### src/rtl/byte_permute_pipe.sv
// byte_permute_pipe: streaming byte swap/reverse/rotate unit.
// A combinational permutation feeds a registered output stage with a
// one-entry skid buffer, plus a saturating count of output transfers.
//
// Handshake: a word moves on an edge where valid && ready are both high.
// The producer holds data/mode stable while valid && !ready. in_ready_o
// depends only on registered state (skid empty), never on out_ready_i.
// out_data_o is held stable while out_valid_o && !out_ready_i.
module byte_permute_pipe #(
    parameter int BYTES = 4,
    parameter int CNT_W = 16
) (
    input  logic               clk,
    input  logic               rst_n,
    input  logic               in_valid_i,
    output logic               in_ready_o,
    input  logic [8*BYTES-1:0] in_data_i,
    input  logic [1:0]         in_mode_i,
    output logic               out_valid_o,
    input  logic               out_ready_i,
    output logic [8*BYTES-1:0] out_data_o,
    input  logic               cnt_clr_i,
    output logic [CNT_W-1:0]   xfer_count_o
);

    localparam int W = 8 * BYTES;

    logic [W-1:0]     perm_w;
    logic             out_valid_q, out_valid_d;
    logic [W-1:0]     out_data_q,  out_data_d;
    logic             skid_valid_q, skid_valid_d;
    logic [W-1:0]     skid_data_q,  skid_data_d;
    logic [CNT_W-1:0] cnt_q, cnt_d;

    logic in_fire;
    logic out_fire;
    logic out_free;

    // Each output byte picks its source byte from the unmodified input word,
    // so no byte ever observes a partially permuted value.
    genvar k;
    generate
        for (k = 0; k < BYTES; k++) begin : g_byte
            localparam int J_SWAP = k ^ 1;
            localparam int J_REV  = BYTES - 1 - k;
            localparam int J_ROT  = (k + BYTES - 1) % BYTES;
            assign perm_w[8*k +: 8] =
                (in_mode_i == 2'b00) ? in_data_i[8*k      +: 8] :
                (in_mode_i == 2'b01) ? in_data_i[8*J_SWAP +: 8] :
                (in_mode_i == 2'b10) ? in_data_i[8*J_REV  +: 8] :
                                       in_data_i[8*J_ROT  +: 8];
        end
    endgenerate

    assign in_ready_o   = !skid_valid_q;
    assign in_fire      = in_valid_i && in_ready_o;
    assign out_fire     = out_valid_q && out_ready_i;
    assign out_free     = !out_valid_q || out_ready_i;
    assign out_valid_o  = out_valid_q;
    assign out_data_o   = out_data_q;
    assign xfer_count_o = cnt_q;

    // Next state of output and skid registers; the skid drains before new
    // input is taken, which keeps words in acceptance order.
    always_comb begin
        out_valid_d  = out_valid_q;
        out_data_d   = out_data_q;
        skid_valid_d = skid_valid_q;
        skid_data_d  = skid_data_q;
        if (out_free) begin
            if (skid_valid_q) begin
                out_valid_d  = 1'b1;
                out_data_d   = skid_data_q;
                skid_valid_d = 1'b0;
            end else if (in_fire) begin
                out_valid_d = 1'b1;
                out_data_d  = perm_w;
            end else begin
                out_valid_d = 1'b0;
            end
        end else if (in_fire) begin
            skid_valid_d = 1'b1;
            skid_data_d  = perm_w;
        end
    end

    // Transfer counter: clear wins over increment, increment saturates.
    always_comb begin
        cnt_d = cnt_q;
        if (cnt_clr_i) begin
            cnt_d = '0;
        end else if (out_fire && (cnt_q != {CNT_W{1'b1}})) begin
            cnt_d = cnt_q + CNT_W'(1);
        end
    end

    // State registers; reset drops any stored words immediately.
    always_ff @(posedge clk or negedge rst_n) begin
        if (!rst_n) begin
            out_valid_q  <= 1'b0;
            out_data_q   <= '0;
            skid_valid_q <= 1'b0;
            skid_data_q  <= '0;
            cnt_q        <= '0;
        end else begin
            out_valid_q  <= out_valid_d;
            out_data_q   <= out_data_d;
            skid_valid_q <= skid_valid_d;
            skid_data_q  <= skid_data_d;
            cnt_q        <= cnt_d;
        end
    end

endmodule

### config.mk
export PLATFORM = sky130hd
export DESIGN_NAME = byte_permute_pipe
export DESIGN_NICKNAME = d
export VERILOG_FILES = /design/src/rtl/byte_permute_pipe.sv
export SDC_FILE = /design/constraint.sdc
export NUM_CORES = 1
export LEC_CHECK = 0
export BUFFER_PORTS_ARGS = -buffer_cell sky130_fd_sc_hd__buf_4
export CAP_MARGIN = 0
export CORE_ASPECT_RATIO = 1.2
export CORE_UTILIZATION = 50
export CTS_BUF_LIST = sky130_fd_sc_hd__clkbuf_4 sky130_fd_sc_hd__clkbuf_8 sky130_fd_sc_hd__clkbuf_16
export DETAILED_ROUTE_END_ITERATION = 12
export PLACE_DENSITY_LB_ADDON = 0.08
export SYNTH_ARGS = -nofsm -noshare
export SYNTH_HDL_FRONTEND = slang
export SYNTH_SLANG_ARGS = --single-unit
### constraint.sdc
create_clock -name clk -period 1.6 [get_ports clk]
set_input_delay 0.08 -clock clk [delete_from_list [all_inputs] [get_ports clk]]
set_output_delay 0.08 -clock clk [all_outputs]
set_load 0.03 [all_outputs]
==> metrics.txt, run 1 <==
# TYPE chip_impl_metric gauge
chip_impl_info{name="status",value="finished, final reports clean"} 1
chip_impl_info{name="critPathTopFamily",value="simple AND/OR/NAND/NOR gates"} 1
chip_impl_metric{name="post_synth_fa_ha_maj_area_fraction",unit="%"} 0.287
chip_impl_metric{name="vias_per_cell",unit=""} 5.55
chip_impl_metric{name="setup_tns",unit="ps"} 0
chip_impl_metric{name="fp-row-count",unit=""} 37
chip_impl_metric{name="cts_num_sinks",unit=""} 82
chip_impl_metric{name="final.period_utilization",unit="%"} 98.8
chip_impl_metric{name="worst-endpoint-required",unit="ps"} 1840
chip_impl_metric{name="antennaDiodeCount",unit=""} 0
chip_impl_metric{name="io_buffer_count",unit=""} 88
chip_impl_metric{name="detail_route.drc_violations",unit=""} 0
chip_impl_metric{name="report.final.hold_viol_count",unit=""} 0
chip_impl_metric{name="design.final.nets",unit=""} 565
chip_impl_metric{name="detailed_place.area",unit="mm^2"} 0.00534
chip_impl_info{name="yosys-top-cells-count",value="sky130_fd_sc_hd__dfrtp_1 (82), sky130_fd_sc_hd__nand2_1 (74), sky130_fd_sc_hd__mux2_2 (38)"} 1
chip_impl_metric{name="chipWidth",unit="um"} 87.3
chip_impl_metric{name="area_of_the_die",unit="mm^2"} 0.00911
chip_impl_metric{name="detailedRoute.firstIterationViolations",unit=""} 145
chip_impl_info{name="hold_path.class",value="primary input to flip-flop"} 1
chip_impl_metric{name="max_stage_delay",unit="ps"} 430
chip_impl_metric{name="syn-num-nets",unit=""} 468
chip_impl_metric{name="static-leakage-power",unit="nW"} 2.46
chip_impl_info{name="postSynth.topFlopCell",value="sky130_fd_sc_hd__dfrtp_1"} 1
chip_impl_metric{name="share_of_post_route_cells_with_drive_strength_above_1",unit="%"} 37.6
chip_impl_metric{name="synthXorXnorAreaFrac",unit="%"} 0
chip_impl_metric{name="tightest_slew",unit="ps"} 431
chip_impl_metric{name="io_pins",unit=""} 89
chip_impl_metric{name="globalRouteTotalUtil",unit="%"} 24.7
chip_impl_info{name="path_type_of_the_worst_setup_path",value="flip-flop to flip-flop"} 1
chip_impl_metric{name="worst_ep_arrival_time",unit="ps"} 1820
chip_impl_metric{name="yosysWarningCount",unit=""} 0
chip_impl_metric{name="synth.mux.area_fraction",unit="%"} 17.7
chip_impl_info{name="cts.root.buffer_cell",value="sky130_fd_sc_hd__clkbuf_8"} 1
chip_impl_metric{name="core",unit="mm^2"} 0.00852
chip_impl_info{name="cpMaxStageDelayCell",value="sky130_fd_sc_hd__dfrtp_2"} 1
chip_impl_metric{name="min_path_cells",unit=""} 2
chip_impl_metric{name="clock_path_buffers",unit=""} 2
chip_impl_metric{name="synth_cell_type_count",unit=""} 35
chip_impl_metric{name="final_global_route_overflow_total",unit=""} 0
chip_impl_metric{name="syn_area",unit="mm^2"} 0.00437
chip_impl_metric{name="n_fill_cell",unit=""} 735
chip_impl_metric{name="synthesis.instances",unit=""} 428
chip_impl_metric{name="grt_start_max_net_pins",unit=""} 66
chip_impl_metric{name="footprint_of_the_flip_flops_and_latches",unit="mm^2"} 0.00207
chip_impl_metric{name="multiInputGateArea",unit="mm^2"} 0.00224
chip_impl_info{name="yosysTopAreaCell",value="sky130_fd_sc_hd__dfrtp_1"} 1
chip_impl_metric{name="grt_antenna_before_repair",unit=""} 0
chip_impl_metric{name="synth_seq_cells",unit=""} 82
chip_impl_metric{name="finalWirelength",unit="um"} 10400
chip_impl_metric{name="place_hpwl",unit="um"} 7450
chip_impl_metric{name="clk_pin_slew_worst_paths",unit="ps"} 80
chip_impl_info{name="dominant_combinational_cell_family_by_area_after_synthesis",value="multiplexers"} 1
chip_impl_metric{name="synth-compound-area-share",unit="%"} 16.8
chip_impl_info{name="setup.worst_path.end_class",value="flip-flop"} 1
chip_impl_metric{name="dieHeight",unit="um"} 104
chip_impl_info{name="yosys.cell_count.top_type",value="sky130_fd_sc_hd__dfrtp_1"} 1
chip_impl_metric{name="clk-insertion-delay-late",unit="ps"} 350
chip_impl_metric{name="cts_max_level",unit=""} 3
chip_impl_metric{name="gpl.final_weighted_congestion",unit=""} 0.828
chip_impl_metric{name="tritoncts.num_buffers",unit=""} 9
chip_impl_metric{name="critical_path_peak_fanout",unit=""} 7
chip_impl_info{name="cts_tree",value="built"} 1
chip_impl_metric{name="number_of_max_cap_violations",unit=""} 0
chip_impl_metric{name="initial_utilization",unit="%"} 51.3
chip_impl_metric{name="fin_area",unit="mm^2"} 0.00564
chip_impl_metric{name="setup_viol",unit=""} 0
chip_impl_info{name="crit_chain",value="and3_1 -> nand3_1 -> nor4_1 -> mux2_2"} 1
chip_impl_metric{name="cp.buffers_inverters",unit=""} 0
chip_impl_metric{name="syn2layout_area_growth",unit="%"} 29.1
chip_impl_info{name="grt_setup_unrepaired",value="true"} 1
chip_impl_metric{name="power.ir.vdd_worst",unit="uV"} 593
chip_impl_metric{name="global_route_wire_length_before_repair",unit="um"} 17400
chip_impl_metric{name="slew_headroom",unit="%"} 71.0
chip_impl_metric{name="rr_worst_depth",unit=""} 4
chip_impl_metric{name="synthDominantCellAreaShare",unit="%"} 47.0
chip_impl_metric{name="final.setup_skew",unit="ps"} 6.62
chip_impl_info{name="synth_area_leaders",value="sky130_fd_sc_hd__dfrtp_1 (47%), sky130_fd_sc_hd__mux2_2 (9.8%), sky130_fd_sc_hd__mux2i_1 (7.6%)"} 1
chip_impl_metric{name="drt_first_pass_iters",unit=""} 4
chip_impl_metric{name="max_freq",unit="GHz"} 0.632
chip_impl_metric{name="first_global_vias",unit=""} 3536
chip_impl_info{name="cp-start-kind",value="flip-flop"} 1
chip_impl_metric{name="post_synth.cell_area_avg",unit="um^2"} 10.2
chip_impl_metric{name="detail_route.wl_per_cell",unit="um"} 16.1
chip_impl_metric{name="detail-route-antenna-nets",unit=""} 0
chip_impl_metric{name="finalCriticalPeriod",unit="ps"} 1580
chip_impl_metric{name="whs",unit="ps"} 46.2
chip_impl_metric{name="dr_total_vias",unit=""} 3586
chip_impl_metric{name="cp_num_cells",unit=""} 4
chip_impl_metric{name="power-per-cell-area",unit="mW/mm^2"} 1060
chip_impl_metric{name="yosysSeqAreaShare",unit="%"} 47.0
chip_impl_metric{name="postSynth.asyncResetShare",unit="%"} 100
chip_impl_metric{name="yosys.area_share.simple",unit="%"} 15.0
chip_impl_metric{name="timing.final.max_slew_violations",unit=""} 0
chip_impl_metric{name="synth_edf_count",unit=""} 0
-- per-stage QoR --
step / util, % / worst slack, ps / cells / power (mW)
4_1_cts: 65.7 / 11.2 / 645 / 6.03
2_1_floorplan: - / -16.5 / 428 / 3.63
3_3_place_gp: 62.7 / -8.05 / 628 / 4.25
5_1_grt: 66.2 / -67.7 / 646 / 6.28
6_report: 66.2 / 18.5 / 646 / 5.97
3_5_place_dp: 62.7 / -25.0 / 628 / 4.30
-- final cells by class --
cell class	instances	area share (%)
Timing Repair Buffer	115	16.7
Tap cell	117	2.60
Multi-Input combinational cell	314	39.7
Sequential cell	82	36.7
Clock inverter	2	1.07
Clock buffer	13	2.95
Inverter	3	0.200
-- final timing paths --
check | startpoint | endpoint | slack (ps)
worst min-delay path | cnt_clr_i | xfer_count_o[11] | 50
min in group asynchronous | rst_n | xfer_count_o[6] | 180
max in group asynchronous | rst_n | skid_data_q[15] | 880
worst max register to register | xfer_count_o[9] | xfer_count_o[13] | 20
worst min register to register | skid_data_q[30] | skid_data_q[30] | 480
worst max-delay path | xfer_count_o[9] | xfer_count_o[13] | 20
-- power breakdown --
group	internal, mW	switching (mW)	leakage, nW	total, mW
Combinational	0.686	0.911	1.36	1.60
Clock	0.992	0.724	0.117	1.72
Sequential	2.43	0.225	0.980	2.66
Total	4.11	1.86	2.46	5.97
-- cells in the final DEF (no fill, tap or decap), types with 2 or more instances in the layout --
cell                            instances
sky130_fd_sc_hd__nor4_1                 4
sky130_fd_sc_hd__o21ai_0               33
sky130_fd_sc_hd__inv_1                  3
sky130_fd_sc_hd__bufinv_16              2
sky130_fd_sc_hd__nor2_1                10
sky130_fd_sc_hd__dlygate4sd3_1          2
sky130_fd_sc_hd__dfrtp_1               67
sky130_fd_sc_hd__a21oi_1                6
sky130_fd_sc_hd__clkbuf_4               2
sky130_fd_sc_hd__nand4_1                4
sky130_fd_sc_hd__nand3_1                4
sky130_fd_sc_hd__buf_4                107
sky130_fd_sc_hd__dfrtp_2               15
sky130_fd_sc_hd__mux2_2                38
sky130_fd_sc_hd__nand3_4                2
sky130_fd_sc_hd__or4_1                  3
sky130_fd_sc_hd__mux2i_1               33
sky130_fd_sc_hd__buf_12                 6
sky130_fd_sc_hd__o31ai_1                3
sky130_fd_sc_hd__and3_1                 2
sky130_fd_sc_hd__o21a_1                35
sky130_fd_sc_hd__nor4_2                 3
sky130_fd_sc_hd__clkbuf_8              11
sky130_fd_sc_hd__nand2_1               74
sky130_fd_sc_hd__o211ai_1              32
sky130_fd_sc_hd__nor2b_1                8
sky130_fd_sc_hd__nor3_1                 4
-- sequential cells by signal, indices dropped and copies added, names as in the netlist --
name / cells
out_data_o: 32
out_valid_o: 1
skid_data_q: 32
skid_valid_q: 1
xfer_count_o: 16
-- worst register-to-register path, stage by stage, from the launching register on --
cell	delay, ps
sky130_fd_sc_hd__dfrtp_2	430
sky130_fd_sc_hd__and3_1	230
sky130_fd_sc_hd__nand3_1	120
sky130_fd_sc_hd__nor4_1	320
sky130_fd_sc_hd__mux2_2	370
-- layer usage --
metal / track usage [%] / vias up / part of all wire (%)
met4: 7.73 / 0 / 1.4
met1: 32.8 / 1760 / 43
met3: 6.51 / 12 / 4.8
li1: - / 1740 / -
met2: 39.1 / 74 / 51
met5: 0 / - / 0
-- logic make-up (layout without fill, tap and decap cells) --
family                     after synthesis  count (layout)
buffers and inverters                   32             133
AOI/OAI and AO/OA                      111             111
muxes                                   72              72
DFF                                     82              82
adders and majority gates                1               1
and+or+nand+nor                        130             130
-- what timing repair did --
action / in CTS / in global routing
hold endpoints to repair: 83 / 0
pin swaps: 1 / 0
resized for setup: 1 / 5
buffers inserted: 0 / 1
endpoints found under the setup margin: 2 / 13
hold buffers: 2 / 0
No activity file was read; power rests on OpenSTA's default activity.
==> run 2, diff against run 1 <==
--- a/config.mk
+++ b/config.mk
@@ -7,7 +7,6 @@
 export LEC_CHECK = 0
 export BUFFER_PORTS_ARGS = -buffer_cell sky130_fd_sc_hd__buf_4
 export CAP_MARGIN = 0
-export CORE_ASPECT_RATIO = 1.2
 export CORE_UTILIZATION = 50
 export CTS_BUF_LIST = sky130_fd_sc_hd__clkbuf_4 sky130_fd_sc_hd__clkbuf_8 sky130_fd_sc_hd__clkbuf_16
 export DETAILED_ROUTE_END_ITERATION = 12
==> constraint.sdc (replaced) <==
create_clock -name clk -period 1.8 [get_ports clk]
set_input_delay 0.09 -clock clk [delete_from_list [all_inputs] [get_ports clk]]
set_output_delay 0.09 -clock clk [all_outputs]
set_load 0.03 [all_outputs]
==> metrics.txt, run 2 (synthesized netlist as in run 1, its figures left out) <==
# TYPE chip_impl_metric gauge
chip_impl_info{name="rr_endpoint",value="xfer_count_o[0]"} 1
chip_impl_info{name="path_type_of_the_worst_setup_path",value="flip-flop to flip-flop"} 1
chip_impl_metric{name="setup_viol",unit=""} 0
chip_impl_metric{name="initial_utilization",unit="%"} 52.4
chip_impl_metric{name="clk_pin_slew_worst_paths",unit="ps"} 90
chip_impl_metric{name="antennaDiodeCount",unit=""} 0
chip_impl_metric{name="clk-insertion-delay-late",unit="ps"} 350
chip_impl_metric{name="finalWirelength",unit="um"} 9840
chip_impl_metric{name="finalCriticalPeriod",unit="ps"} 1720
chip_impl_metric{name="critical_path_peak_fanout",unit=""} 6
chip_impl_metric{name="worst_ep_arrival_time",unit="ps"} 1970
chip_impl_metric{name="core",unit="mm^2"} 0.00834
chip_impl_info{name="crit_path_end",value="xfer_count_o[0]"} 1
chip_impl_metric{name="vias_per_cell",unit=""} 5.62
chip_impl_metric{name="rr_worst_depth",unit=""} 4
chip_impl_metric{name="place_hpwl",unit="um"} 6960
chip_impl_metric{name="final.setup_skew",unit="ps"} 11.6
chip_impl_metric{name="setup_tns",unit="ps"} 0
chip_impl_metric{name="slew_headroom",unit="%"} 62.2
chip_impl_metric{name="detail_route.wl_per_cell",unit="um"} 15.8
chip_impl_metric{name="timing.final.max_slew_violations",unit=""} 0
chip_impl_metric{name="design.final.nets",unit=""} 553
chip_impl_metric{name="globalRouteTotalUtil",unit="%"} 23.1
chip_impl_metric{name="power.ir.vdd_worst",unit="uV"} 619
chip_impl_info{name="min_from",value="in_valid_i"} 1
chip_impl_metric{name="gpl.final_weighted_congestion",unit=""} 0.805
chip_impl_metric{name="layout.core_utilization",unit="%"} 64.3
chip_impl_metric{name="number_of_max_cap_violations",unit=""} 0
chip_impl_metric{name="fin_area",unit="mm^2"} 0.00536
chip_impl_metric{name="report.power.total",unit="mW"} 4.94
chip_impl_metric{name="cts_max_level",unit=""} 3
chip_impl_info{name="cts_tree",value="built"} 1
chip_impl_metric{name="static-leakage-power",unit="nW"} 2.37
chip_impl_metric{name="fp-row-count",unit=""} 33
chip_impl_metric{name="chipWidth",unit="um"} 95.5
chip_impl_metric{name="final.period_utilization",unit="%"} 95.7
chip_impl_metric{name="cts_num_sinks",unit=""} 82
chip_impl_metric{name="io_buffer_count",unit=""} 88
chip_impl_metric{name="worst-endpoint-required",unit="ps"} 2050
chip_impl_info{name="worst_setup_path_startpoint",value="xfer_count_o[11]"} 1
chip_impl_metric{name="first_global_vias",unit=""} 3274
chip_impl_metric{name="area_of_the_die",unit="mm^2"} 0.00911
chip_impl_info{name="setup.worst_path.end_class",value="flip-flop"} 1
chip_impl_metric{name="detailedRoute.firstIterationViolations",unit=""} 144
chip_impl_metric{name="max_freq",unit="GHz"} 0.580
chip_impl_metric{name="power-per-cell-area",unit="mW/mm^2"} 921
chip_impl_info{name="hold_path.class",value="primary input to flip-flop"} 1
chip_impl_info{name="cts.root.buffer_cell",value="sky130_fd_sc_hd__clkbuf_8"} 1
chip_impl_info{name="most-common-layout-cells",value="sky130_fd_sc_hd__buf_4 (100), sky130_fd_sc_hd__dfrtp_1 (81), sky130_fd_sc_hd__nand2_1 (74), sky130_fd_sc_hd__mux2_2 (38), sky130_fd_sc_hd__o21a_1 (35)"} 1
chip_impl_metric{name="detail_route.drc_violations",unit=""} 0
chip_impl_metric{name="reg2reg_slack",unit="ps"} 80
chip_impl_info{name="layout_commonest_cell",value="sky130_fd_sc_hd__buf_4"} 1
chip_impl_metric{name="n_fill_cell",unit=""} 724
chip_impl_metric{name="drt_first_pass_iters",unit=""} 4
chip_impl_info{name="cp-start-kind",value="flip-flop"} 1
chip_impl_metric{name="tightest_slew",unit="ps"} 567
chip_impl_metric{name="tritoncts.num_buffers",unit=""} 9
chip_impl_metric{name="global_route_wire_length_before_repair",unit="um"} 16100
chip_impl_metric{name="share_of_post_route_cells_with_drive_strength_above_1",unit="%"} 33.0
chip_impl_metric{name="dieHeight",unit="um"} 95.5
chip_impl_metric{name="detailed_place.area",unit="mm^2"} 0.00517
chip_impl_metric{name="grt_antenna_before_repair",unit=""} 0
chip_impl_metric{name="report.final.hold_viol_count",unit=""} 0
chip_impl_metric{name="clock_path_buffers",unit=""} 2
chip_impl_info{name="status",value="finished, final reports clean"} 1
chip_impl_metric{name="grt_start_max_net_pins",unit=""} 65
chip_impl_metric{name="syn2layout_area_growth",unit="%"} 22.8
chip_impl_info{name="crit-reg2reg-launch",value="xfer_count_o[11]"} 1
chip_impl_metric{name="detail-route-antenna-nets",unit=""} 0
chip_impl_metric{name="final_global_route_overflow_total",unit=""} 0
chip_impl_metric{name="dr_total_vias",unit=""} 3502
chip_impl_metric{name="io_pins",unit=""} 89
chip_impl_info{name="grt_setup_unrepaired",value="false"} 1
## run 2: power by group
group / switching (mW) / internal, mW
clock: 0.708 / 0.511
combinational: 0.796 / 0.577
sequential: 0.187 / 2.16
total: 1.69 / 3.25
## run 2: layout make-up
| type | count | area [um^2] | share of cell area [%] |
|---|---|---|---|
| timing repair buffer | 103 | 801 | 14.9 |
| sequential | 82 | 2050 | 38.3 |
| clock buffer | 9 | 124 | 2.31 |
| clock inverter | 7 | 52.6 | 0.980 |
| multi-input combinational | 314 | 2190 | 40.8 |
| tap | 105 | 131 | 2.45 |
| inverter | 3 | 11.3 | 0.210 |
## run 2: worst min-delay path by stage
stage                            end  slack [ps]  depth (start not counted)
global placement    xfer_count_o[14]          80                          1
floorplan              out_data_o[0]        -210                          0
finish                   out_valid_o          20                          3
CTS                      out_valid_o           7                          3
global route             out_valid_o          40                          3
detailed placement  xfer_count_o[14]          80                          1
## run 2: metal layers
| layer | wire [um] | global-route usage, % | vias up |
|---|---|---|---|
| met2 | 4580 | 34.8 | 74 |
| li1 | - | - | 1722 |
| met3 | 408 | 3.91 | 11 |
| met1 | 4720 | 33.1 | 1695 |
| met5 | 0 | 0 | - |
| met4 | 144 | 8.71 | 0 |
## run 2: metrics by stage
step,hold WS (ps),worst slack [ps],cells
after floorplan,-206,36.1,428
after global placement,82.0,124,606
after detailed placement,80.0,98.6,606
after CTS,6.71,68.2,623
after global routing,42.5,2.52,623
final,23.6,77.3,623
## run 2: what timing repair did
action / 4_1_cts / 5_1_grt
endpoints found under the hold margin: 34 / 0
setup endpoints to repair: 0 / 4
setup buffers: 0 / 0
gates resized for setup: 0 / 2
hold buffers: 1 / 0
## run 2: worst max-delay path, cell delays in order (launching register included)
cell	delay, ps
sky130_fd_sc_hd__dfrtp_1	460
sky130_fd_sc_hd__nand4_2	250
sky130_fd_sc_hd__nor4_4	500
sky130_fd_sc_hd__nor2_2	100
sky130_fd_sc_hd__mux2_4	310
==> run 3, diff against run 2 <==
==> constraint.sdc (replaced) <==
create_clock -name clk -period 1.67 [get_ports clk]
set_input_delay 0.0835 -clock clk [delete_from_list [all_inputs] [get_ports clk]]
set_output_delay 0.0835 -clock clk [all_outputs]
set_load 0.03 [all_outputs]
==> metrics.txt, run 3 (synthesized netlist as in run 1, its figures left out) <==
# TYPE chip_impl_metric gauge
chip_impl_metric{name="max_freq",unit="GHz"} 0.616
chip_impl_metric{name="timing.final.max_slew_violations",unit=""} 0
chip_impl_info{name="min_to",value="xfer_count_o[8]"} 1
chip_impl_info{name="min_from",value="cnt_clr_i"} 1
chip_impl_metric{name="dieHeight",unit="um"} 95.5
chip_impl_metric{name="detailedRoute.firstIterationViolations",unit=""} 124
chip_impl_metric{name="final_global_route_overflow_total",unit=""} 0
chip_impl_metric{name="tritoncts.num_buffers",unit=""} 9
chip_impl_metric{name="power.switching_fraction",unit="%"} 33.0
chip_impl_metric{name="dr_total_vias",unit=""} 3490
chip_impl_metric{name="syn2layout_area_growth",unit="%"} 27.9
chip_impl_metric{name="dp_cells",unit=""} 609
chip_impl_metric{name="vias_per_cell",unit=""} 5.54
chip_impl_info{name="rr_endpoint",value="xfer_count_o[5]"} 1
chip_impl_metric{name="clock_path_buffers",unit=""} 2
chip_impl_metric{name="layout.core_utilization",unit="%"} 67.0
chip_impl_metric{name="detail_route.drc_violations",unit=""} 0
chip_impl_metric{name="slew_headroom",unit="%"} 69.4
chip_impl_metric{name="cts_max_level",unit=""} 3
chip_impl_metric{name="worst_ep_arrival_time",unit="ps"} 1900
chip_impl_metric{name="detailed_place.area",unit="mm^2"} 0.00526
chip_impl_metric{name="max_stage_delay",unit="ps"} 440
chip_impl_metric{name="critical_path_peak_fanout",unit=""} 5
chip_impl_info{name="most-common-layout-cells",value="sky130_fd_sc_hd__buf_4 (102), sky130_fd_sc_hd__nand2_1 (74), sky130_fd_sc_hd__dfrtp_1 (69), sky130_fd_sc_hd__mux2_2 (38), sky130_fd_sc_hd__o21a_1 (35)"} 1
chip_impl_metric{name="global_route_wire_length_before_repair",unit="um"} 15800
chip_impl_info{name="cts_tree",value="built"} 1
chip_impl_metric{name="power.ir.vdd_worst",unit="uV"} 677
chip_impl_metric{name="setup_viol",unit=""} 0
chip_impl_metric{name="static-leakage-power",unit="nW"} 2.43
chip_impl_metric{name="area_of_the_die",unit="mm^2"} 0.00911
chip_impl_metric{name="p_seq_share",unit="%"} 45.6
chip_impl_metric{name="cts_num_sinks",unit=""} 82
chip_impl_info{name="grt_setup_unrepaired",value="false"} 1
chip_impl_metric{name="detail_route.wl_per_cell",unit="um"} 15.7
chip_impl_metric{name="power-per-cell-area",unit="mW/mm^2"} 997
chip_impl_metric{name="setup_tns",unit="ps"} 0
chip_impl_info{name="cpMaxStageDelayCell",value="sky130_fd_sc_hd__dfrtp_2"} 1
chip_impl_metric{name="globalRouteTotalUtil",unit="%"} 22.7
chip_impl_info{name="cts.root.buffer_cell",value="sky130_fd_sc_hd__clkbuf_8"} 1
chip_impl_metric{name="fp-row-count",unit=""} 33
chip_impl_metric{name="grt_antenna_before_repair",unit=""} 0
chip_impl_metric{name="io_pins",unit=""} 89
chip_impl_info{name="crit-reg2reg-launch",value="xfer_count_o[1]"} 1
chip_impl_metric{name="grt_start_max_net_pins",unit=""} 83
chip_impl_metric{name="clk-insertion-delay-late",unit="ps"} 360
chip_impl_metric{name="first_global_vias",unit=""} 3296
chip_impl_metric{name="place_hpwl",unit="um"} 6790
chip_impl_metric{name="timing.final.ws_setup",unit="ps"} 46.2
chip_impl_info{name="cp-start-kind",value="flip-flop"} 1
chip_impl_info{name="path_type_of_the_worst_setup_path",value="flip-flop to flip-flop"} 1
chip_impl_metric{name="tightest_slew",unit="ps"} 454
chip_impl_metric{name="chipWidth",unit="um"} 95.5
chip_impl_metric{name="report.final.hold_viol_count",unit=""} 0
chip_impl_metric{name="report.power.total",unit="mW"} 5.57
chip_impl_metric{name="design.final.nets",unit=""} 560
chip_impl_metric{name="net_load_switching_power",unit="mW"} 1.84
chip_impl_metric{name="reg2reg_slack",unit="ps"} 50
chip_impl_info{name="hold_path.class",value="primary input to flip-flop"} 1
chip_impl_metric{name="final.setup_skew",unit="ps"} 11.0
chip_impl_metric{name="antennaDiodeCount",unit=""} 0
chip_impl_metric{name="finalCriticalPeriod",unit="ps"} 1620
chip_impl_info{name="crit_chain",value="ha_4 -> nand4_1 -> nor4_4 -> buf_4 -> or4_1 -> a21oi_1"} 1
chip_impl_metric{name="initial_utilization",unit="%"} 52.4
chip_impl_info{name="critPathTopFamily",value="simple AND/OR/NAND/NOR gates"} 1
chip_impl_metric{name="whs",unit="ps"} 50.8
chip_impl_metric{name="fin_area",unit="mm^2"} 0.00559
chip_impl_metric{name="number_of_max_cap_violations",unit=""} 0
chip_impl_info{name="layout_commonest_cell",value="sky130_fd_sc_hd__buf_4"} 1
chip_impl_info{name="setup.worst_path.end_class",value="flip-flop"} 1
chip_impl_metric{name="final.period_utilization",unit="%"} 97.2
chip_impl_metric{name="detail-route-antenna-nets",unit=""} 0
chip_impl_metric{name="drt_first_pass_iters",unit=""} 4
chip_impl_metric{name="finalWirelength",unit="um"} 9870
chip_impl_metric{name="cp.buffers_inverters",unit=""} 1
chip_impl_metric{name="p_comb_share",unit="%"} 27.2
chip_impl_metric{name="power.clock.fraction",unit="%"} 27.2
chip_impl_metric{name="share_of_post_route_cells_with_drive_strength_above_1",unit="%"} 37.1
chip_impl_metric{name="gpl.final_weighted_congestion",unit=""} 0.865
chip_impl_metric{name="rr_worst_depth",unit=""} 6
chip_impl_metric{name="detailedPlace.worstSlack",unit="ps"} 11.1
chip_impl_metric{name="core",unit="mm^2"} 0.00834
chip_impl_metric{name="internal_power",unit="mW"} 3.73
chip_impl_metric{name="layoutNonFillerInstCount",unit=""} 630
chip_impl_info{name="status",value="finished, final reports clean"} 1
chip_impl_metric{name="worst-endpoint-required",unit="ps"} 1940
chip_impl_metric{name="clk_pin_slew_worst_paths",unit="ps"} 100
chip_impl_metric{name="io_buffer_count",unit=""} 88
chip_impl_metric{name="min_path_cells",unit=""} 2
[run 3: cell types whose count changed in the layout (fill, tap and decap cells not counted), sizes merged]
cell         previous run  this run
bufinv                  0         1
clkinvlp                1         2
buf                   102       108
dlygate4sd3             1         2
inv                     5         6
clkbuf                  9        10
clkinv                  4         0
[run 3: worst register-to-register path: stages, from the launching register on]
cell and delay, ps:
sky130_fd_sc_hd__dfrtp_2 440, sky130_fd_sc_hd__ha_4 180, sky130_fd_sc_hd__nand4_1 130, sky130_fd_sc_hd__nor4_4 70, sky130_fd_sc_hd__buf_4 150, sky130_fd_sc_hd__or4_1 400, sky130_fd_sc_hd__a21oi_1 160
[run 3: timing repair]
item                                    in CTS  in global routing
setup buffers                                0                  3
resized for setup                            1                 12
endpoints found under the setup margin       2                  8
pin swaps                                    0                  2
hold buffers                                 2                  0
endpoints found under the hold margin       83                  0
[run 3: worst max path at each step]
stage	from	endpoint	slack (ps)	cells past startpoint
4_1_cts	xfer_count_o[1]	xfer_count_o[14]	10	5
3_3_place_gp	xfer_count_o[1]	xfer_count_o[14]	30	5
6_report	xfer_count_o[1]	xfer_count_o[5]	50	6
2_1_floorplan	xfer_count_o[0]	xfer_count_o[13]	2	5
3_5_place_dp	xfer_count_o[1]	xfer_count_o[14]	10	5
5_1_grt	xfer_count_o[1]	xfer_count_o[13]	4	5
[run 3: power by group through the flow]
stage          combinational [mW]  clock, mW  sequential (mW)
6_report                     1.51       1.52             2.54
3_5_place_dp                 1.52          0             2.58
3_3_place_gp                 1.49          0             2.56
4_1_cts                      1.53       1.56             2.54
2_1_floorplan               0.599          0             2.87
5_1_grt                      1.66       1.62             2.58
[run 3: metal layers]
metal / share of wire (%) / up-vias / global-route usage (%)
met5: 0 / - / 0
met2: 47 / 66 / 35.7
met4: 1.1 / 0 / 7.46
met3: 4.4 / 8 / 4.63
met1: 48 / 1677 / 31.4
li1: - / 1739 / -
[run 3: area by class of cell]
class                           instances  area (um^2)
Fill cell                             683         2760
Multi-Input combinational cell        314         2260
Sequential cell                        82         2070
Timing Repair Buffer                  110          906
Clock buffer                           10          138
Tap cell                              105          131
Clock inverter                          6         71.3
Inverter                                3         11.3
